<file path="config.mk">
export PLATFORM = sky130hd
export DESIGN_NAME = mmio_port_responder
export DESIGN_NICKNAME = d
export VERILOG_FILES = /design/src/rtl/mmio_pkg.sv /design/src/rtl/mmio_input_sync.sv /design/src/rtl/mmio_port_responder.sv
export SDC_FILE = /design/constraint.sdc
export NUM_CORES = 1
export LEC_CHECK = 0
export BUFFER_PORTS_ARGS = -buffer_cell sky130_fd_sc_hd__buf_2
export CAP_MARGIN = 20
export CORE_AREA = 2 2 112 114
export CTS_CLUSTER_SIZE = 30
export DETAILED_ROUTE_END_ITERATION = 8
export DIE_AREA = 0 0 114 116
export MAX_ROUTING_LAYER = met4
export PLACE_DENSITY = 0.79
export SKIP_CTS_REPAIR_TIMING = 1
export SLEW_MARGIN = 20
export SYNTH_ARGS = -nofsm -noshare
export SYNTH_HDL_FRONTEND = slang
export SYNTH_SLANG_ARGS = --single-unit
</file>
<file path="constraint.sdc">
create_clock -name clk -period 2.4 [get_ports clk]
set_input_delay 0.48 -clock clk [delete_from_list [all_inputs] [get_ports clk]]
set_output_delay 0.48 -clock clk [all_outputs]
set_load 0.05 [all_outputs]
</file>
<file path="src/rtl/mmio_pkg.sv">
// Shared constants for the MMIO port responder: register offsets (word index
// Address[4:2]), STATUS bit positions and the I/O window size.
package mmio_pkg;

    localparam int unsigned MMIO_WINDOW_BYTES = 32;

    localparam logic [2:0] OFF_PORT_OUT  = 3'd0;
    localparam logic [2:0] OFF_PORT_IN   = 3'd1;
    localparam logic [2:0] OFF_STATUS    = 3'd2;
    localparam logic [2:0] OFF_TIMER_CMP = 3'd3;
    localparam logic [2:0] OFF_TIMER_CNT = 3'd4;
    localparam logic [2:0] OFF_IRQ_MASK  = 3'd5;

    localparam int unsigned STS_IN_CHG  = 0;
    localparam int unsigned STS_TMR_EXP = 1;

endpackage

</file>
<file path="src/rtl/mmio_input_sync.sv">
// Two-flop synchronizer for the external input port plus a previous-value
// flop, producing the synchronized value and a one-cycle change indication.
module mmio_input_sync #(
    parameter int unsigned IN_WIDTH = 8
) (
    input  logic                clk,
    input  logic                reset,
    input  logic [IN_WIDTH-1:0] async_in,
    output logic [IN_WIDTH-1:0] sync_val,
    output logic                changed
);

    logic [IN_WIDTH-1:0] s1_r;
    logic [IN_WIDTH-1:0] s2_r;
    logic [IN_WIDTH-1:0] s3_r;

    // Synchronizer chain; s3 holds the previous synchronized value
    always_ff @(posedge clk or negedge reset) begin
        if (!reset) begin
            s1_r <= '0;
            s2_r <= '0;
            s3_r <= '0;
        end else begin
            s1_r <= async_in;
            s2_r <= s1_r;
            s3_r <= s2_r;
        end
    end

    assign sync_val = s2_r;
    assign changed  = (s2_r != s3_r);

endmodule

</file>
<file path="src/rtl/mmio_port_responder.sv">
// MMIO target on the MIPS data-memory bus: PortOut, synchronized PortIn,
// compare timer and sticky STATUS. Optional interrupt logic under MMIO_IRQ_EN.
module mmio_port_responder
    import mmio_pkg::*;
#(
    parameter logic [31:0] BASE_ADDR   = 32'h1001_0100,
    parameter int unsigned IN_WIDTH    = 8,
    parameter int unsigned TIMER_WIDTH = 32
) (
    input  logic                clk,
    input  logic                reset,
    input  logic [31:0]         Address,
    input  logic [31:0]         WriteData,
    input  logic                MemWrite,
    input  logic                MemRead,
    input  logic [IN_WIDTH-1:0] PortIn,
    output logic [31:0]         ReadData,
    output logic                Hit,
    output logic [31:0]         PortOut
`ifdef MMIO_IRQ_EN
    ,
    output logic                irq
`endif
);

    logic                   hit_s;
    logic [2:0]             offset_s;
    logic                   wr_en_s;
    logic                   rd_en_s;
    logic [IN_WIDTH-1:0]    sync_val_s;
    logic                   in_chg_s;
    logic                   tmr_exp_s;
    logic                   cmp_wr_s;
    logic                   status_clr_s;
    logic [1:0]             status_set_s;
    logic [1:0]             status_nxt_s;
    logic [TIMER_WIDTH-1:0] cnt_nxt_s;
    logic [31:0]            port_out_r;
    logic [TIMER_WIDTH-1:0] cmp_r;
    logic [TIMER_WIDTH-1:0] cnt_r;
    logic [1:0]             status_r;
    logic                   unused_addr_s;
`ifdef MMIO_IRQ_EN
    logic [1:0]             irq_mask_r;
    logic                   irq_r;
`endif

    // Byte lane bits are irrelevant: registers are whole words
    assign unused_addr_s = ^Address[1:0];

    assign hit_s    = (Address[31:5] == BASE_ADDR[31:5]);
    assign offset_s = Address[4:2];
    assign wr_en_s  = MemWrite & hit_s;
    assign rd_en_s  = MemRead & hit_s;
    assign cmp_wr_s = wr_en_s && (offset_s == OFF_TIMER_CMP);

    mmio_input_sync #(
        .IN_WIDTH (IN_WIDTH)
    ) u_input_sync (
        .clk      (clk),
        .reset    (reset),
        .async_in (PortIn),
        .sync_val (sync_val_s),
        .changed  (in_chg_s)
    );

    // Timer next state; a CMP write restarts the count from zero
    always_comb begin
        cnt_nxt_s = cnt_r;
        tmr_exp_s = (cmp_r != '0) && (cnt_r == cmp_r);
        if (cmp_wr_s) begin
            cnt_nxt_s = '0;
        end else if (cmp_r == '0) begin
            cnt_nxt_s = '0;
        end else if (tmr_exp_s) begin
            cnt_nxt_s = '0;
        end else begin
            cnt_nxt_s = cnt_r + TIMER_WIDTH'(1);
        end
    end

    // Sticky flags: a set in the same cycle as a clear-on-read wins
    always_comb begin
        status_set_s              = 2'b00;
        status_set_s[STS_IN_CHG]  = in_chg_s;
        status_set_s[STS_TMR_EXP] = tmr_exp_s;
        status_clr_s              = rd_en_s && (offset_s == OFF_STATUS);
        status_nxt_s              = status_set_s | (status_r & ~{2{status_clr_s}});
    end

    // Architectural registers
    always_ff @(posedge clk or negedge reset) begin
        if (!reset) begin
            port_out_r <= 32'd0;
            cmp_r      <= '0;
            cnt_r      <= '0;
            status_r   <= 2'b00;
        end else begin
            if (wr_en_s && (offset_s == OFF_PORT_OUT)) begin
                port_out_r <= WriteData;
            end
            if (cmp_wr_s) begin
                cmp_r <= TIMER_WIDTH'(WriteData);
            end
            cnt_r    <= cnt_nxt_s;
            status_r <= status_nxt_s;
        end
    end

`ifdef MMIO_IRQ_EN
    // Interrupt mask and registered interrupt output
    always_ff @(posedge clk or negedge reset) begin
        if (!reset) begin
            irq_mask_r <= 2'b00;
            irq_r      <= 1'b0;
        end else begin
            if (wr_en_s && (offset_s == OFF_IRQ_MASK)) begin
                irq_mask_r <= WriteData[1:0];
            end
            irq_r <= |(status_r & irq_mask_r);
        end
    end

    assign irq = irq_r;
`endif

    // Combinational read mux; returns pre-write contents on a same-cycle store
    always_comb begin
        ReadData = 32'd0;
        if (rd_en_s) begin
            case (offset_s)
                OFF_PORT_OUT:  ReadData = port_out_r;
                OFF_PORT_IN:   ReadData = 32'(sync_val_s);
                OFF_STATUS:    ReadData = {30'd0, status_r};
                OFF_TIMER_CMP: ReadData = 32'(cmp_r);
                OFF_TIMER_CNT: ReadData = 32'(cnt_r);
`ifdef MMIO_IRQ_EN
                OFF_IRQ_MASK:  ReadData = {30'd0, irq_mask_r};
`endif
                default:       ReadData = 32'd0;
            endcase
        end else begin
            ReadData = 32'd0;
        end
    end

    assign Hit     = hit_s;
    assign PortOut = port_out_r;

endmodule

</file>
==> flow_results.xml <==
<?xml version="1.0" encoding="UTF-8"?>
<metrics>
  <group name="sta">
    <metric name="setup_viol" unit="">0</metric>
    <metric name="slew_viol_final" unit="">0</metric>
    <metric name="setup_tns" unit="ps">0</metric>
    <metric name="clock-skew-final" unit="ps">8.063</metric>
    <metric name="clock.fmax" unit="GHz">0.4246</metric>
    <metric name="worst_slew_margin_rel" unit="%">57.96</metric>
    <metric name="slew_at_the_pin_closest_to_its_max_slew_limit" unit="ps">625.8</metric>
    <metric name="hold_viol_final" unit="">0</metric>
    <metric name="final_worst_path_period_need" unit="ps">2355</metric>
    <metric name="timing.final.crit_share" unit="%">98.13</metric>
    <metric name="grt_setup_unrepaired" unit="">yes</metric>
    <metric name="finalHoldWorstSlack" unit="ps">43.00</metric>
  </group>
  <group name="worst_setup_path">
    <metric name="start_to_end_type_of_the_worst_setup_path" unit="">in -&gt; out</metric>
    <metric name="worstReg2RegStart" unit="">cnt_r[3]</metric>
    <metric name="worst_ep_required_time" unit="ps">1920</metric>
    <metric name="crit_path_end_kind" unit="">primary output</metric>
    <metric name="cp_startpoint_kind" unit="">primary input</metric>
    <metric name="ff2ff_path_depth" unit="">6</metric>
    <metric name="critical_path.reg2reg.endpoint" unit="">cnt_r[19]</metric>
    <metric name="r2r_setup_slack" unit="ps">450</metric>
    <metric name="worst_path_fanout_max" unit="">15</metric>
    <metric name="arrival" unit="ps">1880</metric>
  </group>
  <group name="finish">
    <metric name="layout_common_cells" unit="">dfrtp_1, buf_2, nor2_1</metric>
    <metric name="flow.area_growth_from_synthesis" unit="%">32.37</metric>
    <metric name="n_antenna_cell" unit="">0</metric>
    <metric name="layout_commonest_cell" unit="">dfrtp_1</metric>
    <metric name="drive_gt1_share" unit="%">43.61</metric>
    <metric name="nFillCells" unit="">868</metric>
    <metric name="final_net_count" unit="">807</metric>
    <metric name="fin_cells" unit="">890</metric>
  </group>
  <group name="cts">
    <metric name="cts_root_buf" unit="">clkbuf_16</metric>
    <metric name="clock_latency_at_the_later_pin_of_the_worst_skew_pair" unit="ps">430</metric>
    <metric name="ctsHtreeMaxLevel" unit="">4</metric>
    <metric name="clkTransAtPathRegs" unit="ps">60</metric>
    <metric name="cts_made_buffers" unit="">17</metric>
    <metric name="cts_tree" unit="">yes</metric>
    <metric name="cts_buffer_depth" unit="">2</metric>
    <metric name="cts.sink_count" unit="">122</metric>
  </group>
  <group name="synth">
    <metric name="syn_inst_count" unit="">570</metric>
    <metric name="synth.yosys.seq_area_share" unit="%">47.58</metric>
    <metric name="synth.yosys.warnings" unit="">0</metric>
    <metric name="synthesis.area" unit="mm²">0.006416</metric>
    <metric name="edff_count_synth" unit="">0</metric>
    <metric name="yosysUniqueCellTypes" unit="">48</metric>
    <metric name="async_reset_ff_share" unit="%">100.0</metric>
    <metric name="synth.ff_latch_count" unit="">122</metric>
    <metric name="postSynthNetCount" unit="">647</metric>
    <metric name="avgSynthCellArea" unit="µm²">11.26</metric>
    <metric name="top_ff_cell_synth" unit="">dfrtp_1</metric>
  </group>
  <group name="detailed_routing">
    <metric name="postRouteWirelength" unit="µm">17580</metric>
    <metric name="avgViaCountPerCell" unit="">5.707</metric>
    <metric name="remaining_drc_errors" unit="">0</metric>
    <metric name="drtIter0Drc" unit="">442</metric>
    <metric name="iteration_count_of_the_initial_detailed_routing_pass" unit="">5</metric>
    <metric name="post_drt_wl_per_cell" unit="µm">19.75</metric>
    <metric name="route.vias.total" unit="">5079</metric>
    <metric name="ant_nets" unit="">0</metric>
  </group>
  <group name="power">
    <metric name="power_density" unit="mW/mm²">576.8</metric>
    <metric name="leakage" unit="nW">4.146</metric>
    <metric name="p_total" unit="W">0.004899</metric>
    <metric name="max-vdd-ir-drop" unit="mV">0.8040</metric>
  </group>
  <group name="floorplanning">
    <metric name="boundaryPins" unit="">141</metric>
    <metric name="core_region_area" unit="mm²">0.01191</metric>
    <metric name="floorplan.die.width" unit="µm">114</metric>
    <metric name="rows" unit="">40</metric>
    <metric name="die_area" unit="mm²">0.01322</metric>
    <metric name="effective_utilization_at_floorplan" unit="%">53.87</metric>
    <metric name="fp.dieH" unit="µm">116</metric>
  </group>
  <group name="placed_design">
    <metric name="place.detailed.hpwl" unit="µm">13000</metric>
    <metric name="placement.io_buffers" unit="">138</metric>
    <metric name="post-place-cells" unit="">856</metric>
    <metric name="globalplace.congestion" unit="">0.9280</metric>
  </group>
  <group name="job">
    <metric name="maxCapViolCount" unit="">0</metric>
  </group>
  <group name="global_routing">
    <metric name="grt_remaining_overflow" unit="">0</metric>
    <metric name="maximum_number_of_pins_on_one_net_before_global_route_repair" unit="">52</metric>
    <metric name="first_pass_grt_wire_length" unit="µm">28370</metric>
    <metric name="number_of_global_route_vias_before_repair" unit="">5238</metric>
    <metric name="grt_antenna_before_repair" unit="">0</metric>
    <metric name="grt_use_total" unit="%">29.19</metric>
  </group>
  <group name="min_path">
    <metric name="timing.hold.worst.class" unit="">in -&gt; async</metric>
  </group>
  <group name="run_status">
    <metric name="run_status" unit="">finished clean</metric>
  </group>
</metrics>
## kinds of logic after synthesis
family          count (synthesis)  share of synthesized area, %
simple gates                  194                         16.01
fa+ha+maj                       1                        0.1950
mux                            99                         18.47
flops                         122                         47.58
xor+xnor                       70                         9.555
compound gates                 47                         4.310
buf+inv                        37                         3.881
## layout make-up
| class | count | area, µm² | share of cell area [%] |
|---|---|---|---|
| multi-input cells | 411 | 3423 | 40.31 |
| flip-flops and latches | 122 | 3053 | 35.95 |
| repair buffers | 175 | 1226 | 14.44 |
| clock buffers | 17 | 425.4 | 5.009 |
| well taps | 147 | 183.9 | 2.166 |
| clock inverters | 15 | 170.2 | 2.004 |
| inverters | 3 | 11.26 | 0.1326 |
## worst max-delay path, cell delays in order
cell and delay, ps:
buf_2 130, nor4b_4 270, nand4_1 190, nor2_4 190
nand3_4 110, buf_12 190, nor2_4 90, buf_4 200
## per-layer routing
layer / wire length [µm] / vias to the layer above / track usage [%]
li1: - / 2329 / -
met1: 7644 / 2567 / 37.95
met2: 8822 / 151 / 45.16
met3: 762 / 32 / 6.328
met4: 351 / 0 / 11.06
met5: 0 / - / -
## registers in the layout (all words and copies together), names as in the netlist
signal,count
cnt_r,32
cmp_r,32
PortOut,32
u_input_sync.s1_r,8
u_input_sync.sync_val,8
status_r,2
u_input_sync.s3_r,8
## Yosys cell counts, types with 9 or more instances
cell	instances	share of area [%]
dfrtp_1	122	48
nor2_1	97	5.7
xor2_1	54	7.4
mux2_2	35	6.1
mux2i_1	34	5.3
mux2_4	30	7.0
a21oi_1	29	2.3
nor4_1	23	2.2
nand3_1	16	1.2
xnor2_1	16	2.2
nand4_1	15	1.5
clkbuf_1	13	0.76
and3_1	10	0.98
buf_2	9	0.70
nand2_1	9	0.53
## metrics by stage
stage          util (%)  instance area, µm²  worst slack (ps)
2_1_floorplan         -                6758            -39.64
3_3_place_gp      64.62                7697            -83.83
3_5_place_dp      64.62                7697            -86.55
6_report          71.30                8493             44.94
5_1_grt           71.30                8493            -2.894
4_1_cts           69.62                8293            -90.58
## where the power goes
| part | leakage [nW] | switching, W | internal (W) | total, W |
|---|---|---|---|---|
| Combinational | 2.22 | 0.000148 | 0.000109 | 0.000257 |
| Clock | 0.281 | 0.00101 | 0.00154 | 0.00255 |
| Sequential | 1.64 | 0.0000137 | 0.00208 | 0.00209 |
| Total | 4.15 | 0.00117 | 0.00373 | 0.00490 |
## worst max-delay path by stage
stage | startpoint | endpoint | slack (ps)
5_1_grt | Address[6] | ReadData[21] | -3
4_1_cts | Address[22] | ReadData[0] | -90
2_1_floorplan | Address[10] | ReadData[10] | -40
3_5_place_dp | Address[22] | ReadData[0] | -90
3_3_place_gp | Address[22] | ReadData[0] | -80
6_report | Address[10] | ReadData[21] | 40
Note: power is estimated with default switching activity, not from simulation.
